<file path="src/rtl/vx_branch_resolve_if.sv">
// Branch-resolution bundle: ALU branch_ctl inputs, scheduler response handshake and status.
interface vx_branch_resolve_if #(
    parameter int NUM_BLOCKS = 1,
    parameter int NUM_WARPS  = 4,
    parameter int PC_BITS    = 32
);
    localparam int NW_BITS = (NUM_WARPS > 1) ? $clog2(NUM_WARPS) : 1;

    logic [NUM_BLOCKS-1:0]         br_valid;
    logic [NUM_BLOCKS*NW_BITS-1:0] br_wid;
    logic [NUM_BLOCKS-1:0]         br_taken;
    logic [NUM_BLOCKS*PC_BITS-1:0] br_dest;
    logic                          stall_set;
    logic [NW_BITS-1:0]            stall_wid;
    logic                          rsp_valid;
    logic                          rsp_ready;
    logic [NW_BITS-1:0]            rsp_wid;
    logic                          rsp_taken;
    logic [PC_BITS-1:0]            rsp_dest;
    logic [NUM_WARPS-1:0]          warp_stalled;
    logic                          overflow;

    modport master (
        output br_valid, br_wid, br_taken, br_dest, stall_set, stall_wid, rsp_ready,
        input  rsp_valid, rsp_wid, rsp_taken, rsp_dest, warp_stalled, overflow
    );

    modport slave (
        input  br_valid, br_wid, br_taken, br_dest, stall_set, stall_wid, rsp_ready,
        output rsp_valid, rsp_wid, rsp_taken, rsp_dest, warp_stalled, overflow
    );
endinterface

</file>
<file path="src/rtl/vx_branch_resolve.sv">
// Per-block branch resolution queues, round-robin delivery to the scheduler, warp stall bits.
// Optional BRANCH_RESOLVE_PERF_EN adds taken/not-taken handshake counters.
`ifndef PERF_CTR_BITS
`define PERF_CTR_BITS 44
`endif
module vx_branch_resolve #(
    parameter int NUM_BLOCKS  = 1,
    parameter int NUM_WARPS   = 4,
    parameter int PC_BITS     = 32,
    parameter int QUEUE_DEPTH = 2
) (
    input logic clk,
    input logic reset,
    vx_branch_resolve_if.slave bus
`ifdef BRANCH_RESOLVE_PERF_EN
    ,
    output logic [`PERF_CTR_BITS-1:0] perf_taken,
    output logic [`PERF_CTR_BITS-1:0] perf_not_taken
`endif
);
    localparam int NW_BITS = (NUM_WARPS > 1) ? $clog2(NUM_WARPS) : 1;
    localparam int AW      = $clog2(QUEUE_DEPTH);
    localparam int RR_W    = (NUM_BLOCKS > 1) ? $clog2(NUM_BLOCKS) : 1;

    logic [NW_BITS-1:0] q_wid   [NUM_BLOCKS][QUEUE_DEPTH];
    logic               q_taken [NUM_BLOCKS][QUEUE_DEPTH];
    logic [PC_BITS-1:0] q_dest  [NUM_BLOCKS][QUEUE_DEPTH];
    logic [AW:0]        wr_ptr  [NUM_BLOCKS];
    logic [AW:0]        rd_ptr  [NUM_BLOCKS];

    logic [NUM_BLOCKS-1:0] empty, full, pop, push;
    logic [RR_W-1:0]       rr_ptr, grant_idx;
    logic                  grant, out_free, fire;
    int                    idx;
    logic [NW_BITS-1:0]    head_wid;
    logic                  head_taken;
    logic [PC_BITS-1:0]    head_dest;

    logic                  rsp_valid_p1;
    logic [NW_BITS-1:0]    rsp_wid_p1;
    logic                  rsp_taken_p1;
    logic [PC_BITS-1:0]    rsp_dest_p1;
    logic [NUM_WARPS-1:0]  stalled_p1, stall_nxt;
    logic                  overflow_p1;

    assign out_free = !rsp_valid_p1 || bus.rsp_ready;
    assign fire     = rsp_valid_p1 && bus.rsp_ready;

    // Stage 0: queue status, round-robin search from the block after the last grant
    always_comb begin
        grant     = 1'b0;
        grant_idx = '0;
        idx       = 0;
        for (int b = 0; b < NUM_BLOCKS; b++) begin
            empty[b] = (wr_ptr[b] == rd_ptr[b]);
            full[b]  = (wr_ptr[b][AW] != rd_ptr[b][AW]) &&
                       (wr_ptr[b][AW-1:0] == rd_ptr[b][AW-1:0]);
        end
        for (int i = 0; i < NUM_BLOCKS; i++) begin
            idx = (int'(rr_ptr) + i) % NUM_BLOCKS;
            if (!grant && !empty[idx]) begin
                grant     = 1'b1;
                grant_idx = RR_W'(idx);
            end
        end
        for (int b = 0; b < NUM_BLOCKS; b++) begin
            pop[b]  = out_free && grant && (grant_idx == RR_W'(b));
            // a full queue that is being popped this cycle still has room
            push[b] = bus.br_valid[b] && (!full[b] || pop[b]);
        end
    end

    always_comb begin
        head_wid   = q_wid[grant_idx][rd_ptr[grant_idx][AW-1:0]];
        head_taken = q_taken[grant_idx][rd_ptr[grant_idx][AW-1:0]];
        head_dest  = q_dest[grant_idx][rd_ptr[grant_idx][AW-1:0]];
    end

    always_comb begin
        stall_nxt = stalled_p1;
        if (fire)
            stall_nxt[rsp_wid_p1] = 1'b0;
        if (bus.stall_set)
            stall_nxt[bus.stall_wid] = 1'b1;
    end

    always_ff @(posedge clk) begin
        for (int b = 0; b < NUM_BLOCKS; b++) begin
            if (push[b]) begin
                q_wid[b][wr_ptr[b][AW-1:0]]   <= bus.br_wid[b*NW_BITS +: NW_BITS];
                q_taken[b][wr_ptr[b][AW-1:0]] <= bus.br_taken[b];
                q_dest[b][wr_ptr[b][AW-1:0]]  <= bus.br_dest[b*PC_BITS +: PC_BITS];
            end
        end
    end

    // Stage 1: pointers, arbitration state, registered response and status
    always_ff @(posedge clk) begin
        if (reset) begin
            for (int b = 0; b < NUM_BLOCKS; b++) begin
                wr_ptr[b] <= '0;
                rd_ptr[b] <= '0;
            end
            rr_ptr       <= '0;
            rsp_valid_p1 <= 1'b0;
            rsp_wid_p1   <= '0;
            rsp_taken_p1 <= 1'b0;
            rsp_dest_p1  <= '0;
            stalled_p1   <= '0;
            overflow_p1  <= 1'b0;
        end else begin
            for (int b = 0; b < NUM_BLOCKS; b++) begin
                if (push[b])
                    wr_ptr[b] <= wr_ptr[b] + 1'b1;
                if (pop[b])
                    rd_ptr[b] <= rd_ptr[b] + 1'b1;
                if (bus.br_valid[b] && !push[b])
                    overflow_p1 <= 1'b1;
            end
            if (out_free) begin
                rsp_valid_p1 <= grant;
                if (grant) begin
                    rsp_wid_p1   <= head_wid;
                    rsp_taken_p1 <= head_taken;
                    rsp_dest_p1  <= head_dest;
                    rr_ptr       <= (grant_idx == RR_W'(NUM_BLOCKS - 1)) ? '0 : grant_idx + 1'b1;
                end
            end
            stalled_p1 <= stall_nxt;
        end
    end

`ifdef BRANCH_RESOLVE_PERF_EN
    always_ff @(posedge clk) begin
        if (reset) begin
            perf_taken     <= '0;
            perf_not_taken <= '0;
        end else if (fire) begin
            if (rsp_taken_p1)
                perf_taken <= perf_taken + 1'b1;
            else
                perf_not_taken <= perf_not_taken + 1'b1;
        end
    end
`endif

    assign bus.rsp_valid    = rsp_valid_p1;
    assign bus.rsp_wid      = rsp_wid_p1;
    assign bus.rsp_taken    = rsp_taken_p1;
    assign bus.rsp_dest     = rsp_dest_p1;
    assign bus.warp_stalled = stalled_p1;
    assign bus.overflow     = overflow_p1;
endmodule

</file>
<file path="src/flat_wrapper.sv">
// flat-port wrapper written by rule: the top's interface ports become plain ports
module vx_branch_resolve_flat 
#(
    parameter int NUM_BLOCKS  = 1,
    parameter int NUM_WARPS   = 4,
    parameter int PC_BITS     = 32,
    parameter int QUEUE_DEPTH = 2
)
  (clk, reset, bus_br_valid, bus_br_wid, bus_br_taken, bus_br_dest, bus_stall_set, bus_stall_wid, bus_rsp_ready, bus_rsp_valid, bus_rsp_wid, bus_rsp_taken, bus_rsp_dest, bus_warp_stalled, bus_overflow);
  vx_branch_resolve_if #(.NUM_BLOCKS(NUM_BLOCKS), .NUM_WARPS(NUM_WARPS), .PC_BITS(PC_BITS)) bus_i ();
  input logic clk;
  input logic reset;
  input wire logic [$bits(bus_i.br_valid)-1:0] bus_br_valid;
  input wire logic [$bits(bus_i.br_wid)-1:0] bus_br_wid;
  input wire logic [$bits(bus_i.br_taken)-1:0] bus_br_taken;
  input wire logic [$bits(bus_i.br_dest)-1:0] bus_br_dest;
  input wire logic [$bits(bus_i.stall_set)-1:0] bus_stall_set;
  input wire logic [$bits(bus_i.stall_wid)-1:0] bus_stall_wid;
  input wire logic [$bits(bus_i.rsp_ready)-1:0] bus_rsp_ready;
  output wire logic [$bits(bus_i.rsp_valid)-1:0] bus_rsp_valid;
  output wire logic [$bits(bus_i.rsp_wid)-1:0] bus_rsp_wid;
  output wire logic [$bits(bus_i.rsp_taken)-1:0] bus_rsp_taken;
  output wire logic [$bits(bus_i.rsp_dest)-1:0] bus_rsp_dest;
  output wire logic [$bits(bus_i.warp_stalled)-1:0] bus_warp_stalled;
  output wire logic [$bits(bus_i.overflow)-1:0] bus_overflow;
  assign bus_i.br_valid = bus_br_valid;
  assign bus_i.br_wid = bus_br_wid;
  assign bus_i.br_taken = bus_br_taken;
  assign bus_i.br_dest = bus_br_dest;
  assign bus_i.stall_set = bus_stall_set;
  assign bus_i.stall_wid = bus_stall_wid;
  assign bus_i.rsp_ready = bus_rsp_ready;
  assign bus_rsp_valid = bus_i.rsp_valid;
  assign bus_rsp_wid = bus_i.rsp_wid;
  assign bus_rsp_taken = bus_i.rsp_taken;
  assign bus_rsp_dest = bus_i.rsp_dest;
  assign bus_warp_stalled = bus_i.warp_stalled;
  assign bus_overflow = bus_i.overflow;
  vx_branch_resolve #(.NUM_BLOCKS(NUM_BLOCKS), .NUM_WARPS(NUM_WARPS), .PC_BITS(PC_BITS), .QUEUE_DEPTH(QUEUE_DEPTH)) u_core (.clk(clk), .reset(reset), .bus(bus_i));
endmodule
</file>
<file path="config.mk">
export PLATFORM = sky130hd
export DESIGN_NAME = vx_branch_resolve_flat
export DESIGN_NICKNAME = d
export VERILOG_FILES = /design/src/rtl/vx_branch_resolve_if.sv /design/src/rtl/vx_branch_resolve.sv /design/src/flat_wrapper.sv
export SDC_FILE = /design/constraint.sdc
export NUM_CORES = 1
export LEC_CHECK = 0
export ABC_AREA = 1
export BUFFER_PORTS_ARGS = -buffer_cell sky130_fd_sc_hd__buf_2
export CAP_MARGIN = 25
export CELL_PAD_IN_SITES_DETAIL_PLACEMENT = 0
export CELL_PAD_IN_SITES_GLOBAL_PLACEMENT = 2
export CORE_ASPECT_RATIO = 1.1
export CORE_MARGIN = 2
export CORE_UTILIZATION = 25
export CTS_CLUSTER_DIAMETER = 80
export DETAILED_ROUTE_END_ITERATION = 10
export PLACE_DENSITY = 0.57
export SYNTH_ARGS = -nofsm -noshare
export SYNTH_HDL_FRONTEND = slang
export SYNTH_SLANG_ARGS = --single-unit
</file>
<file path="constraint.sdc">
create_clock -name clk -period 4.22 [get_ports clk]
set_input_delay 0.422 -clock clk [delete_from_list [all_inputs] [get_ports clk]]
set_output_delay 0.422 -clock clk [all_outputs]
set_load 0.01 [all_outputs]
</file>
Word level (Yosys, flattened, before mapping)

Memory sizes are Yosys's and may differ from the RTL's.
Cells that the tools add are included.

Register bits after elaboration: 41
Bits in writable memories: 74
Input port bits: 42
Output and inout bits: 41
Word-level logic and storage cells: 82
Memories kept: 5

Add/sub/neg operators: 2
Order comparisons: 7
Eq/ne operators: 3
Muxes and demuxes: 37
Bitwise gates (word level): 6
Reductions and logical operators: 16

Memories:

| name           | words | bits a word | rd ports | clocked after Yosys merged registers in | write ports | RTL line                | RTL |
|---|---|---|---|---|---|---|---|
| u_core.q_dest  | 1     | 64          | 1        | 0                                       | 1           | vx_branch_resolve.sv:27 | `logic [PC_BITS-1:0] q_dest [NUM_BLOCKS][QUEUE_DEPTH];` |
| u_core.q_wid   | 1     | 4           | 1        | 0                                       | 1           | vx_branch_resolve.sv:25 | `logic [NW_BITS-1:0] q_wid [NUM_BLOCKS][QUEUE_DEPTH];` |
| u_core.q_taken | 1     | 2           | 1        | 0                                       | 1           | vx_branch_resolve.sv:26 | `logic q_taken [NUM_BLOCKS][QUEUE_DEPTH];` |
| u_core.rd_ptr  | 1     | 2           | 2        | 0                                       | 1           | vx_branch_resolve.sv:29 | `logic [AW:0] rd_ptr [NUM_BLOCKS];` |
| u_core.wr_ptr  | 1     | 2           | 1        | 0                                       | 1           | vx_branch_resolve.sv:28 | `logic [AW:0] wr_ptr [NUM_BLOCKS];` |

Operator list:

| operator                                             | count |
|---|---|
| 2-to-1 mux 32 bit                                    | 4 |
| 2-to-1 mux 64 bit                                    | 1 |
| demux 32 bit (select 1 bit)                          | 1 |
| 2-to-1 mux 1 bit                                     | 17 |
| 2-to-1 mux 2 bit                                     | 7 |
| 2-to-1 mux 4 bit                                     | 3 |
| logical AND 1 bit                                    | 8 |
| < comparator 2 x 3 -> 1 bit (second input constant)  | 2 |
| adder 2 x 1 -> 2 bit (second input constant)         | 2 |
| AND 4 bit                                            | 1 |
| demux 1 bit (select 2 bit)                           | 2 |
| >= comparator 2 x 1 -> 1 bit (second input constant) | 2 |
| >= comparator 2 bit (second input constant)          | 2 |
| inverter 1 -> 2 bit                                  | 2 |
| inverter 4 bit                                       | 1 |
| OR 4 bit                                             | 1 |
| OR reduction 2 bit                                   | 2 |
| logical NOT 1 bit                                    | 3 |
| demux 2 bit (select 1 bit)                           | 1 |
| == test 2 bit                                        | 1 |
| logical OR 1 bit                                     | 2 |
| < comparator 2 x 1 -> 1 bit (second input constant)  | 1 |
| AND reduction 2 bit                                  | 1 |
| demux 1 bit (select 1 bit)                           | 1 |
| other kinds (3)                                      | 3 |

Depth between registers and ports, before layout

An unclocked memory read counts as a cell.

Word-level depth: 11
Gate-level depth with buffers: 8
Gate-level depth less buffers: 7

Worst setup path before layout

Ideal clock, no wire load.

Path type: register to register
From: mem u_core.wr_ptr[0][1] in the netlist's numbering
To: mem u_core.q_dest[0][0] in the netlist's numbering (enable)
Library setup time: 0.427 ns
Arrival: 2.372 ns
Required time: 3.793 ns
Setup slack: 1.421 ns
Cell stages (with the launch flop): 6
Buffers on the path: 0
Period minus slack after synthesis: 2.799 ns
Path through: edfxtp_1 > nor2_1 > nor2_1 > nand3_1 > nand2_1 > nor2_1

Cells in the longest elaborated chain, start to end: 8
Elaborated cells between the ends (all ways): 11
Classes of those cells: eq/ne: 2; mux: 3; reduce/logical: 5; memory: 1

Ends and longest elaborated chain:

| item                                                   | RTL line                                         | RTL |
|---|---|---|
| start: declaration                                     | vx_branch_resolve.sv:28                          |  |
| memory (1 x 2 bit) *                                   | n/a                                              |  |
| == test 2 bit or inequality test 1 bit (tied branches) | vx_branch_resolve.sv:55, vx_branch_resolve.sv:56 |  |
| 2-to-1 mux 1 bit or logical AND 1 bit (tied branches)  | vx_branch_resolve.sv:61, vx_branch_resolve.sv:56 |  |
| logical AND 1 bit or logical NOT 1 bit (tied branches) | vx_branch_resolve.sv:67, vx_branch_resolve.sv:69 |  |
| logical OR 1 bit *                                     | vx_branch_resolve.sv:69                          | `push[b] = bus.br_valid[b] && (!full[b] \|\| pop[b]);` |
| logical AND 1 bit *                                    | vx_branch_resolve.sv:69                          |  |
| 2-to-1 mux 1 bit *                                     | vx_branch_resolve.sv:89                          | `if (push[b]) begin` |
| 2-to-1 mux 64 bit (implied by the code) *              | vx_branch_resolve.sv:92                          | `q_dest[b][wr_ptr[b][AW-1:0]] <= bus.br_dest[b*PC_BITS +: PC_BITS];` |
| end: declaration                                       | vx_branch_resolve.sv:27                          |  |

Mark *: on every way between the ends. The rest lies on a longest branch, timed or not.

==> summary.md <==
| Metric | Value |
|---|---|
| Placed Cells | 702 |
| Most common cell after layout, fill and taps aside | nand2_1 |
| Synth Register Bits | 115 |
| VDD IR max | 0.000302 V |
| Avg WL per Cell | 14.3 um |
| DR vias/cell | 4.09 |
| GR Overflow Total | 0 |
| Metal2 WL | 5.17 mm |
| Boundary pin count | 83 |
| Adder-cell share of the synthesized area | 0% |
| Leak | 2.43 nW |
| Placed wire-length estimate | 6.78 mm |
| Wl on met1 | 4.67 mm |
| Setup_tns | 0 ps |
| Initial Util | 25.2% |
| Clock sink count | 115 |
| Clock buffer depth | 2 |
| Syn Nets | 445 |
| GPL Wtd Cong | 0.701 |
| Core area | 0.0175 sq mm |
| Worst-Margin Slew | 708 ps |
| Root Buffer | clkbuf_16 |
| IO buf count | 82 |
| Final instance area | 0.00559 sq mm |
| Vias | 3003 |
| Power Dens Cells | 660 mW/mm^2 |
| Ratio of final minimum period to clock period | 66.5% |
| Critical Path, Cell by Cell | inv_2, nand2_2, nand2_2, nand3_1, nand2_1, nor2_4, buf_16 |
| Worst path most repeated cell | nand2_2 |
| DRC errors left | 0 |
| Postcts setup bufs | 0 |
| Met3 Wirelength | 484 um |
| Status | finished, final reports clean |
| Max-cap violations | 0 |
| Die area | 0.0188 sq mm |
| Number of diodes | 0 |
| Commonest non-fill, non-tap cells in the layout | nand2_1, buf_2, edfxtp_1, nand3_1, dfxtp_1 |
| Crit path capture type | flip-flop |
| Register area share after synthesis | 68.7% |
| Worst path arrival time | 2920 ps |
| Critical path type | reg -> reg |
| CP Max Fanout | 36 |
| Yosys warns | 0 |
| Iter 0 DRT Violations | 156 |
| Initial antenna violation count | 0 |
| Endpoints failing setup | 0 |
| Worst setup path startpoint | u_core.rd_ptr[0][0] |
| Final Hold Vio Count | 0 |
| Mapped Area | 0.00443 sq mm |
| Main area contributors after synthesis | edfxtp_1, dfxtp_1, nand2_1 |
| Number of unique standard cell types used by synthesis | 21 |
| H-tree depth | 4 |
| Highest clock rate | 356 MHz |
| Largest family of logic cells by synthesized area | simple AND/OR/NAND/NOR gates |
| Relative slew slack | 52.7% |
| Area Overhead vs Synth | 26.2% |
| Total GRT Usage | 12.1% |
| Setup WS pre-CTS | 1160 ps |
| Simple logic cell fraction of the synthesized area | 23.8% |
| Final min period | 2810 ps |
| XOR/XNOR Fraction of Synth Area | 0.395% |
| Synth top area share | 50.2% |
| Die X | 131 um |
| Hold path start | bus_br_taken |
| Buf/Inv on CP | 2 |
| Clock transition at path regs | 50 ps |
| Crit-path max cell delay | 760 ps |
| Max Used Layer | met4 |
| RSZ-0062 raised after global routing | no |
| DRT antenna net count | 0 |
| Resize count post-CTS | 0 |
| CTS Hold Bufs | 0 |
| Setup slack after layout | 1410 ps |
| Worst r2r src | u_core.rd_ptr[0][0] |
| Cell count after synthesis | 403 |
| Post-Layout Cell Count | 735 |
| Global-route wire length before repair | 16.5 mm |
| Worst-Skew Late Latency | 410 ps |
| Die height | 144 um |
| Placed inst area | 0.00502 sq mm |
| Crit-path leading delay family | simple AND/OR/NAND/NOR gates |
| Multiplexer share of the synthesized area | 0% |
| TritonCTS clock tree | yes |
| Slew Limit Fails | 0 |
| Vias in the first global route | 2962 |
| Pin count of the biggest net entering global routing | 40 |
| Clock skew | 6.79 ps |
| Yosys top cell by area | edfxtp_1 |
| Mean Syn Cell Area | 11.0 sq um |
| CP required | 4330 ps |
| Rows | 51 |
| Crit path launch type | flip-flop |
| Share of cells above drive strength 1 | 24.9% |
| Final wirelength | 10.5 mm |
| Slowest-stage cell, CP | edfxtp_1 |
| Drt pass-1 iters | 4 |
| Num CTS Buffers | 17 |
| Layout Nets | 526 |
| Post-synthesis compound-gate area fraction | 1.55% |
| Hold WC Path Type | in -> reg |
-- where the power goes --
group / internal (W) / leakage, nW / switching [W]
combinational: 0.000299 / 1.12 / 0.000566
sequential: 0.00141 / 1.04 / 0.000111
clock: 0.000848 / 0.269 / 0.000460
-- final timing paths --
path              slack [ps]                    to  cells after the start
setup reg to reg        1410  u_core.q_dest[0][35]                      7
setup / recovery        1410  u_core.q_dest[0][35]                      7
hold / removal           200  u_core.q_taken[0][0]                      1
hold reg to reg          450   u_core.bus.overflow                      2
-- cells by family after synthesis --
kind of cell,count (synthesis)
XOR/XNOR,2
AO/OA/AOI/OAI,11
AND/OR/NAND/NOR,239
flip-flops,115
buffers and inverters,36
-- layout make-up --
type	instances	area, sq um
Clock inverter	6	53.8
Sequential cell	115	3040
Fill cell	1825	12000
Tap cell	238	298
Clock buffer	26	489
Timing Repair Buffer	87	508
Inverter	11	41.3
Multi-Input combinational cell	252	1160
-- per-layer routing --
metal / vias to the layer above / global-route usage, %
met2: 67 / 19.2
li1: 1563 / -
met4: 0 / 5.38
met5: - / 0
met1: 1359 / 15.0
met3: 14 / 4.10
-- cells in the mapped netlist --
cell	instances
inv_2	4
inv_1	7
dfxtp_1	41
xnor2_1	2
edfxtp_1	74
nand4_1	36
buf_2	7
o21ai_4	1
clkbuf_4	3
nand2_1	148
clkbuf_1	4
or2_2	1
nand2_2	2
o31ai_1	1
o21ai_0	4
a21oi_1	5
buf_12	4
nand3_1	42
nor2_1	9
nand2_4	1
buf_4	7
-- per-stage QoR --
step	utilization (%)	power (W)	hold WS, ps
after floorplan	-	0.00217	468
after global placement	28.3	0.00239	448
after detailed placement	28.6	0.00241	446
after CTS	31.7	0.00374	176
after global routing	31.9	0.00395	179
final	31.9	0.00369	201
-- flip-flops by register name, indices dropped and copies added, names as in the netlist --
name / cells
u_core.wr_ptr: 2
u_core.bus.rsp_valid: 1
u_core.bus.rsp_wid: 2
u_core.rd_ptr: 2
u_core.q_taken: 2
u_core.q_wid: 4
u_core.bus.rsp_dest: 32
u_core.bus.rsp_taken: 1
u_core.bus.overflow: 1
u_core.bus.warp_stalled: 4
u_core.q_dest: 64
(Power assumes the default switching activity.)
